==> src/rtl/if_fetch_queue_pkg.sv <==
// Shared fetch-path definitions: widths, reset PC default, NOP encoding and
// the prefetch queue entry layout {PC, IR}.
package if_pkg;

  localparam int unsigned INSTR_W = 32;
  localparam int unsigned ADDR_W  = 32;

  localparam logic [ADDR_W-1:0]  RESET_PC_DEFAULT = 32'h0000_0000;
  localparam logic [INSTR_W-1:0] NOP              = 32'h0000_0000;

  typedef struct packed {
    logic [ADDR_W-1:0]  pc;
    logic [INSTR_W-1:0] ir;
  } fetch_entry_t;

  localparam int unsigned ENTRY_W = $bits(fetch_entry_t);

endpackage

==> src/rtl/if_fetch_queue_fifo.sv <==
// Parameterised synchronous FIFO with synchronous flush (flush wins over
// read/write) and occupancy count; storage is cleared on reset so the head
// reads as zero until the first write.
module fetch_fifo #(
  parameter int unsigned WIDTH = 64,
  parameter int unsigned DEPTH = 4
) (
  input  logic                       clk,
  input  logic                       rst_n,
  input  logic                       flush,
  input  logic                       wr_en,
  input  logic [WIDTH-1:0]           wr_data,
  input  logic                       rd_en,
  output logic [WIDTH-1:0]           rd_data,
  output logic [$clog2(DEPTH):0]     count,
  output logic                       empty
);

  localparam int unsigned PTR_W = $clog2(DEPTH);

  logic [WIDTH-1:0] mem [DEPTH];
  logic [PTR_W-1:0] wr_ptr;
  logic [PTR_W-1:0] rd_ptr;
  logic             do_rd;

  assign empty   = (count == '0);
  assign do_rd   = rd_en & ~empty;
  assign rd_data = mem[rd_ptr];

  always_ff @(posedge clk or negedge rst_n) begin
    if (!rst_n) begin
      mem    <= '{default: '0};
      wr_ptr <= '0;
      rd_ptr <= '0;
      count  <= '0;
    end else if (flush) begin
      wr_ptr <= '0;
      rd_ptr <= '0;
      count  <= '0;
    end else begin
      if (wr_en) begin
        mem[wr_ptr] <= wr_data;
        wr_ptr      <= wr_ptr + 1'b1;
      end
      if (do_rd) begin
        rd_ptr <= rd_ptr + 1'b1;
      end
      case ({wr_en, do_rd})
        2'b10:   count <= count + 1'b1;
        2'b01:   count <= count - 1'b1;
        default: count <= count;
      endcase
    end
  end

endmodule

==> src/rtl/if_fetch_queue.sv <==
// Instruction-fetch front end: owns the fetch PC, issues reads to a 1-cycle
// instruction memory and presents buffered {PC, IR} pairs to IF/ID.
module if_fetch_queue
  import if_pkg::*;
#(
  parameter int unsigned       DEPTH    = 4,
  parameter logic [ADDR_W-1:0] RESET_PC = RESET_PC_DEFAULT
) (
  input  logic               clk,
  input  logic               CLR,
  output logic               imem_req,
  output logic [ADDR_W-1:0]  imem_addr,
  input  logic [INSTR_W-1:0] imem_rdata,
  input  logic               EN,
  input  logic               redirect,
  input  logic [ADDR_W-1:0]  redirect_pc,
  output logic               out_valid,
  output logic [INSTR_W-1:0] out_IR,
  output logic [ADDR_W-1:0]  out_PC,
  output logic [ADDR_W-1:0]  out_PC4,
  output logic               bubble
);

  localparam int unsigned CNT_W = $clog2(DEPTH) + 1;

  logic [ADDR_W-1:0] fetch_pc;
  logic [ADDR_W-1:0] issued_pc;
  logic              inflight;
  logic [CNT_W-1:0]  count;
  logic              empty;
  logic              deq;
  logic [CNT_W:0]    occ;
  fetch_entry_t      wr_entry;
  fetch_entry_t      head;

  assign out_valid = ~empty;
  assign bubble    = empty;
  assign deq       = EN & out_valid;

  // Slots already claimed (queued + in flight) net of this cycle's dequeue;
  // issuing only below DEPTH makes overflow impossible.
  assign occ = {1'b0, count} + {{CNT_W{1'b0}}, inflight} - {{CNT_W{1'b0}}, deq};

  assign imem_req  = CLR & ~redirect & (occ < (CNT_W + 1)'(DEPTH));
  assign imem_addr = fetch_pc;

  always_ff @(posedge clk or negedge CLR) begin
    if (!CLR) begin
      fetch_pc  <= RESET_PC;
      issued_pc <= '0;
      inflight  <= 1'b0;
    end else if (redirect) begin
      fetch_pc <= redirect_pc & ~32'h0000_0003;
      inflight <= 1'b0;
    end else begin
      inflight <= imem_req;
      if (imem_req) begin
        fetch_pc  <= fetch_pc + 32'd4;
        issued_pc <= fetch_pc;
      end
    end
  end

  assign wr_entry.pc = issued_pc;
  assign wr_entry.ir = imem_rdata;

  fetch_fifo #(
    .WIDTH (ENTRY_W),
    .DEPTH (DEPTH)
  ) u_fifo (
    .clk     (clk),
    .rst_n   (CLR),
    .flush   (redirect),
    .wr_en   (inflight & ~redirect),
    .wr_data (wr_entry),
    .rd_en   (deq & ~redirect),
    .rd_data (head),
    .count   (count),
    .empty   (empty)
  );

  assign out_IR  = head.ir;
  assign out_PC  = head.pc;
  assign out_PC4 = head.pc + 32'd4;

endmodule

==> config.mk <==
export PLATFORM = sky130hd
export DESIGN_NAME = if_fetch_queue
export DESIGN_NICKNAME = d
export VERILOG_FILES = /design/src/rtl/if_fetch_queue_pkg.sv /design/src/rtl/if_fetch_queue_fifo.sv /design/src/rtl/if_fetch_queue.sv
export SDC_FILE = /design/constraint.sdc
export NUM_CORES = 1
export LEC_CHECK = 0
export CELL_PAD_IN_SITES_DETAIL_PLACEMENT = 1
export CELL_PAD_IN_SITES_GLOBAL_PLACEMENT = 1
export CORE_ASPECT_RATIO = 0.6
export CORE_UTILIZATION = 45
export CTS_CLUSTER_SIZE = 40
export DETAILED_ROUTE_END_ITERATION = 10
export PLACE_DENSITY = 0.85
export REMOVE_ABC_BUFFERS = 1
export SKIP_LAST_GASP = 1
export SLEW_MARGIN = 15
export SYNTH_ARGS = -nofsm -noshare
export SYNTH_HDL_FRONTEND = slang
export SYNTH_SLANG_ARGS = --single-unit
==> constraint.sdc <==
create_clock -name clk -period 4.5 [get_ports clk]
set_clock_uncertainty 0.2 [all_clocks]
set_input_delay 0.45 -clock clk [delete_from_list [all_inputs] [get_ports clk]]
set_output_delay 0.45 -clock clk [all_outputs]
set_load 0.05 [all_outputs]
# After elaboration in Yosys (flattened, before gate mapping)
# Cells that the tools add are included.
# op_classes
addsub,8
n_mul,0
div,0
magnitude_cmp,4
eq_ne,2
shift,0
muxes,15
n_bitwise,10
n_reduce_logical,8
# op_table
op,n
256-bit bitwise mux,1
64-bit 2-to-1 mux,3
64-bit binary-select mux with 2-bit select,1
64-bit demux with 2-bit select,1
"32-bit by 3-bit adder with 32-bit output, second input constant",2
32-bit 2-to-1 mux,2
2-bit 2-to-1 mux,4
1-bit bitwise AND,6
"3-bit >= comparator, second input constant",2
2-bit NOT with 3-bit output,2
3-bit case mux with 2 select lines,1
2-bit nonzero test,3
"2-bit by 1-bit adder with 2-bit output, second input constant",2
3-bit by 1-bit adder with 4-bit output,1
"4-bit by 3-bit less-than comparator with 1-bit output, second input constant",1
2-bit AND reduction,2
4-bit by 1-bit subtractor with 4-bit output,1
"3-bit by 1-bit adder with 3-bit output, second input constant",1
3-bit logical NOT,1
"3-bit by 1-bit less-than comparator with 1-bit output, second input constant",1
3-bit 2-to-1 mux,1
3-bit nonzero test,1
"3-bit by 1-bit subtractor with 3-bit output, second input constant",1
"2-bit by 1-bit equality test with 1-bit output, second input constant",1
other kinds (4),5
# totals
register_bits,328
latchBits,0
ram_bits,0
rom_bits,0
inputBits,68
out_inout_bits,131
memories,0

# Logic depth before layout (Yosys ltp)
# depth
word_depth,8
ltp_mapped,11

# Modules after synthesis
# A second synthesis with hierarchy kept.
# unflattened
cells_unflattened,1040
hier_area_um2,16437.0
# by_module_without_submodules
module,instances,cells_per_inst,area_per_inst_um2
fetch_fifo,1,667,12767.2
if_fetch_queue,1,373,3669.8

# Worst setup path before layout
# OpenSTA, ideal clock, no wires.
# synth_path
path_kind,register to output
from,reg u_fifo.rd_ptr[0]
to,out out_PC4[29]
arrival_time_ns,3.004
required_ns,3.850
path_slack_ns,0.846
stages_incl_launch_ff,9
n_path_buf,3
path_cell_list,dfrtp_1 buf_6 buf_8 buf_8 mux4_1 nand3_1 nor4_1 nand4_1 xnor2_1
# synth_between
elab_chain_len,5
# synth_lines
element,line_no,source
"start, declared",if_fetch_queue_fifo.sv:23,logic [PTR_W-1:0] rd_ptr;
"start signal, assigned",if_fetch_queue_fifo.sv:46,rd_ptr <= rd_ptr + 1'b1;
2-bit NOT with 3-bit output (implied by the code),if_fetch_queue_fifo.sv:28,assign rd_data = mem[rd_ptr];
64-bit binary-select mux with 2-bit select,if_fetch_queue_fifo.sv:28,
64-bit 2-to-1 mux (implied by the code) (2 in series),if_fetch_queue_fifo.sv:28,
net out_PC[20],if_fetch_queue.sv:19,"output logic [ADDR_W-1:0] out_PC,"
32-bit by 3-bit adder with 32-bit output,if_fetch_queue.sv:84,assign out_PC4 = head.pc + 32'd4;
"end, declared",if_fetch_queue.sv:20,"output logic [ADDR_W-1:0] out_PC4,"
# The timed path passes the listed nets, and every way through them passes these cells. The select of a mux whose other input is x is not followed.

# Final worst setup path
# layout_path
from,reg u_fifo.rd_ptr[1]
to,out out_PC4[31]
# layout_between
elab_chain_len,5
# layout_lines
element,line_no
2-bit NOT with 3-bit output (implied by the code),if_fetch_queue_fifo.sv:28
64-bit binary-select mux with 2-bit select,if_fetch_queue_fifo.sv:28
64-bit 2-to-1 mux (implied by the code) (2 in series),if_fetch_queue_fifo.sv:28
32-bit by 3-bit adder with 32-bit output,if_fetch_queue.sv:84
# Every way passes these cells. The select of a mux whose other input is x is not followed.

==> flow_metrics.tcl <==
set metrics [dict create \
    status "finished clean" \
    ys_ff_latch 316 \
    synth_cell_types 48 \
    switching_share_pct 42.7 \
    rsz0062_at_grt "no" \
    track_usage_pct 24.3 \
    crit_type "reg -> out" \
    drtIter0Drc 696 \
    path_max_fanout 21 \
    hp-class "in -> async" \
    routed_wl_mm 39.5 \
    nNetsFinal 1274 \
    dpl-instance-area_um2 17000 \
    io_pins 199 \
    hold_violations 0 \
    gr-total-overflow 0 \
    p_leak_nw 8.08 \
    holdWs_ns 0.204 \
    peakVddDrop_mv 0.538 \
    r2r_cells 13 \
    setup_viol 0 \
    power_density_nw_per_um2 777 \
    ctsResizeCount 0 \
    timing.final.crit_share_pct 94.7 \
    wl_per_cell_um 24.2 \
    dpl.hpwl_mm 26.1 \
    dr.pass1.iters 5 \
    syn2layout_area_growth_pct 22.3 \
    port_buffers 190 \
    root_buffer "clkbuf_16" \
    antenna_found_initial 1 \
    drv_slew 0 \
    cp.required_ns 3.85 \
    synth_edf_count 0 \
    period_minus_slack_ns 4.26 \
    power_frac_comb_pct 50.0 \
    p_switching_mw 5.98 \
    syn_avg_cell_area_um2 14.6 \
    rows 50 \
    grt_pass1_vias 10400 \
    fin_area_um2 18000 \
    ys_seq_area_share_pct 53.6 \
    fillers 3048 \
    grt_max_degree 99 \
    crit_arrival_ns 3.61 \
    clk_pin_slew_worst_paths_ns 0.06 \
    cts.sinks 316 \
    gp_congestion 0.811 \
    die-area_um2 33500 \
    fmax_mhz 235 \
    drt-vias-per-instance 5.81 \
    end_kind "primary output" \
    synthesis.area_um2 14700 \
    ys.warnings.count 0 \
    start_util_pct 46.5 \
    maxCapViolCount 0 \
    p_int_mw 8.04 \
    cts_max_path_buffers 3 \
    finalWorstSetupSlack_ns 0.239 \
    die-width_um 236 \
    max_slew_margin_pct 24.2 \
    vias 9507 \
    tightest_slew_ns 1.14 \
    syn_inst 1009 \
    pwr-share-seq_pct 31.8 \
    cts_made_buffers 30 \
    ant_nets 0 \
    drive_gt1_share_pct 35.8 \
    drc 0 \
    core_um2 31700 \
    ys.flop_type "dfrtp_1" \
    clkPwrFrac_pct 18.2 \
    cts_tree "yes" \
    place_ws_ns 0.777 \
    start_kind "flop" \
    clk_latency_ns 0.56 \
    grt_pass1_wl_mm 63.2 \
    async_reset_ff_share_pct 100 \
    htreeDepth 1 \
    die_h_um 142 \
]
## routing by layer
metal  vias to the layer above  share of wire, %  GRT usage [%]
li1                       4114                 -              -
met1                      5112                46           34.4
met2                       222                47           39.3
met3                        59               4.5           4.34
met4                         0               2.3           5.50
met5                         -                 0              0
## sequential cells by signal, indices dropped and copies added (netlist names)
name,count
imem_addr,30
inflight,1
issued_pc,30
u_fifo.count,3
u_fifo.mem,248
u_fifo.rd_ptr,2
u_fifo.wr_ptr,2
## worst max-delay path: stages (launching register included)
cell and delay [ns]:
dfrtp_2 0.77, buf_4 0.36, mux4_1 0.31, nand4_1 0.25, nor2_1 0.53, nand4_1 0.34
xnor2_1 0.24, buf_4 0.22
## metrics by stage
stage / cells / setup TNS (ns) / util, % / total power, mW
2_1_floorplan: 951 / -31.46 / - / 9.16
3_3_place_gp: 1578 / 0 / 53.6 / 11.2
6_report: 1636 / 0 / 56.9 / 14.0
4_1_cts: 1634 / 0 / 56.8 / 14.1
5_1_grt: 1636 / 0 / 56.9 / 14.6
3_5_place_dp: 1578 / 0 / 53.6 / 11.5
## power groups by stage
stage	sequential [mW]	combinational, mW	clock, mW
2_1_floorplan	4.42	4.75	0
3_3_place_gp	4.43	6.80	0
3_5_place_dp	4.52	6.96	0
4_1_cts	4.49	7.00	2.60
5_1_grt	4.60	7.33	2.71
6_report	4.46	7.01	2.55
## cells in the final DEF, fill, tap and decap left out, types with 5 or more instances in the layout
master           synthesis  routed
dfrtp_1                316     314
mux2_2                 281     281
clkdlybuf4s50_1          0     165
mux4_2                  46      46
buf_4                    8      43
xnor2_1                 35      35
nand2_1                 39      35
clkbuf_16                0      31
nand3_1                 26      26
nor2_1                  19      19
inv_1                   17      17
mux4_1                  16      16
nand4_1                 16      16
o211ai_1                16      16
o21ai_0                 15      15
xor2_1                  13      13
and3_1                   9       9
ha_1                     9       9
clkbuf_8                 0       9
nor3_1                   8       8
clkbuf_1                38       8
or4_1                    7       7
or3_1                    6       6
a31oi_1                  6       6
conb_1                   1       6
clkinv_2                 0       6
and2_1                   5       5
## repair_timing
item,in CTS,in global routing
endpoints found under the hold margin,44,0
endpoints found under the setup margin,0,1
setup buffers,0,1
hold buffers,1,0
## area by class of cell
cell class,instances,area (um2),share of cell area [%]
inverters,18,67.6,0.375
multi-input cells,617,6480,35.9
well taps,416,520,2.89
clock inverters,7,60.1,0.333
diodes,1,2.50,0.0139
repair buffers,213,2060,11.4
clock buffers,48,930,5.16
flip-flops and latches,316,7910,43.9
## synthesized netlist by cell type, types with 2 or more instances
cell	n	share of area, %
a31oi_1	6	0.25
and2_1	5	0.21
and3_1	9	0.38
and4_1	4	0.24
buf_2	9	0.31
buf_4	8	0.41
buf_6	6	0.46
buf_8	2	0.20
clkbuf_1	38	0.97
dfrtp_1	316	54
ha_1	9	0.76
inv_1	17	0.43
mux2_2	281	21
mux2i_1	3	0.20
mux4_1	16	2.9
mux4_2	46	7.0
nand2_1	39	0.99
nand2b_1	2	0.085
nand3_1	26	0.88
nand4_1	16	0.68
nor2_1	19	0.48
nor2b_1	2	0.085
nor3_1	8	0.27
nor4_4	2	0.29
o2111ai_1	4	0.24
o211ai_1	16	0.81
o21ai_0	15	0.51
o21ai_1	2	0.068
o311ai_0	3	0.18
o31ai_1	4	0.20
or2_2	2	0.085
or3_1	6	0.25
or4_1	7	0.36
xnor2_1	35	2.1
xor2_1	13	0.77
## worst paths after layout
check	slack, ns	from	endpoint
setup / recovery	0.24	u_fifo.rd_ptr[1]	out_PC4[31]
hold / removal	0.20	CLR	u_fifo.mem[49]
setup reg to reg	0.89	u_fifo.count[1]	imem_addr[16]
hold reg to reg	0.30	u_fifo.mem[184]	u_fifo.mem[184]
max in group asynchronous	2.02	CLR	u_fifo.mem[102]
min in group clk	0.26	redirect_pc[12]	imem_addr[12]
## kinds of logic (layout without fill, tap and decap cells)
| group | after synthesis | in the layout | share of synthesized area (%) |
|---|---|---|---|
| mux | 346 | 346 | 31.5 |
| flops | 316 | 316 | 53.6 |
| simple gates | 153 | 153 | 5.71 |
| buf+inv | 81 | 286 | 2.80 |
| compound gates | 54 | 54 | 2.53 |
| xor+xnor | 48 | 48 | 2.85 |
| fa+ha+maj | 10 | 10 | 0.900 |
| other cells | 1 | 7 | 0.0254 |
No activity file was read; power rests on OpenSTA's default activity.
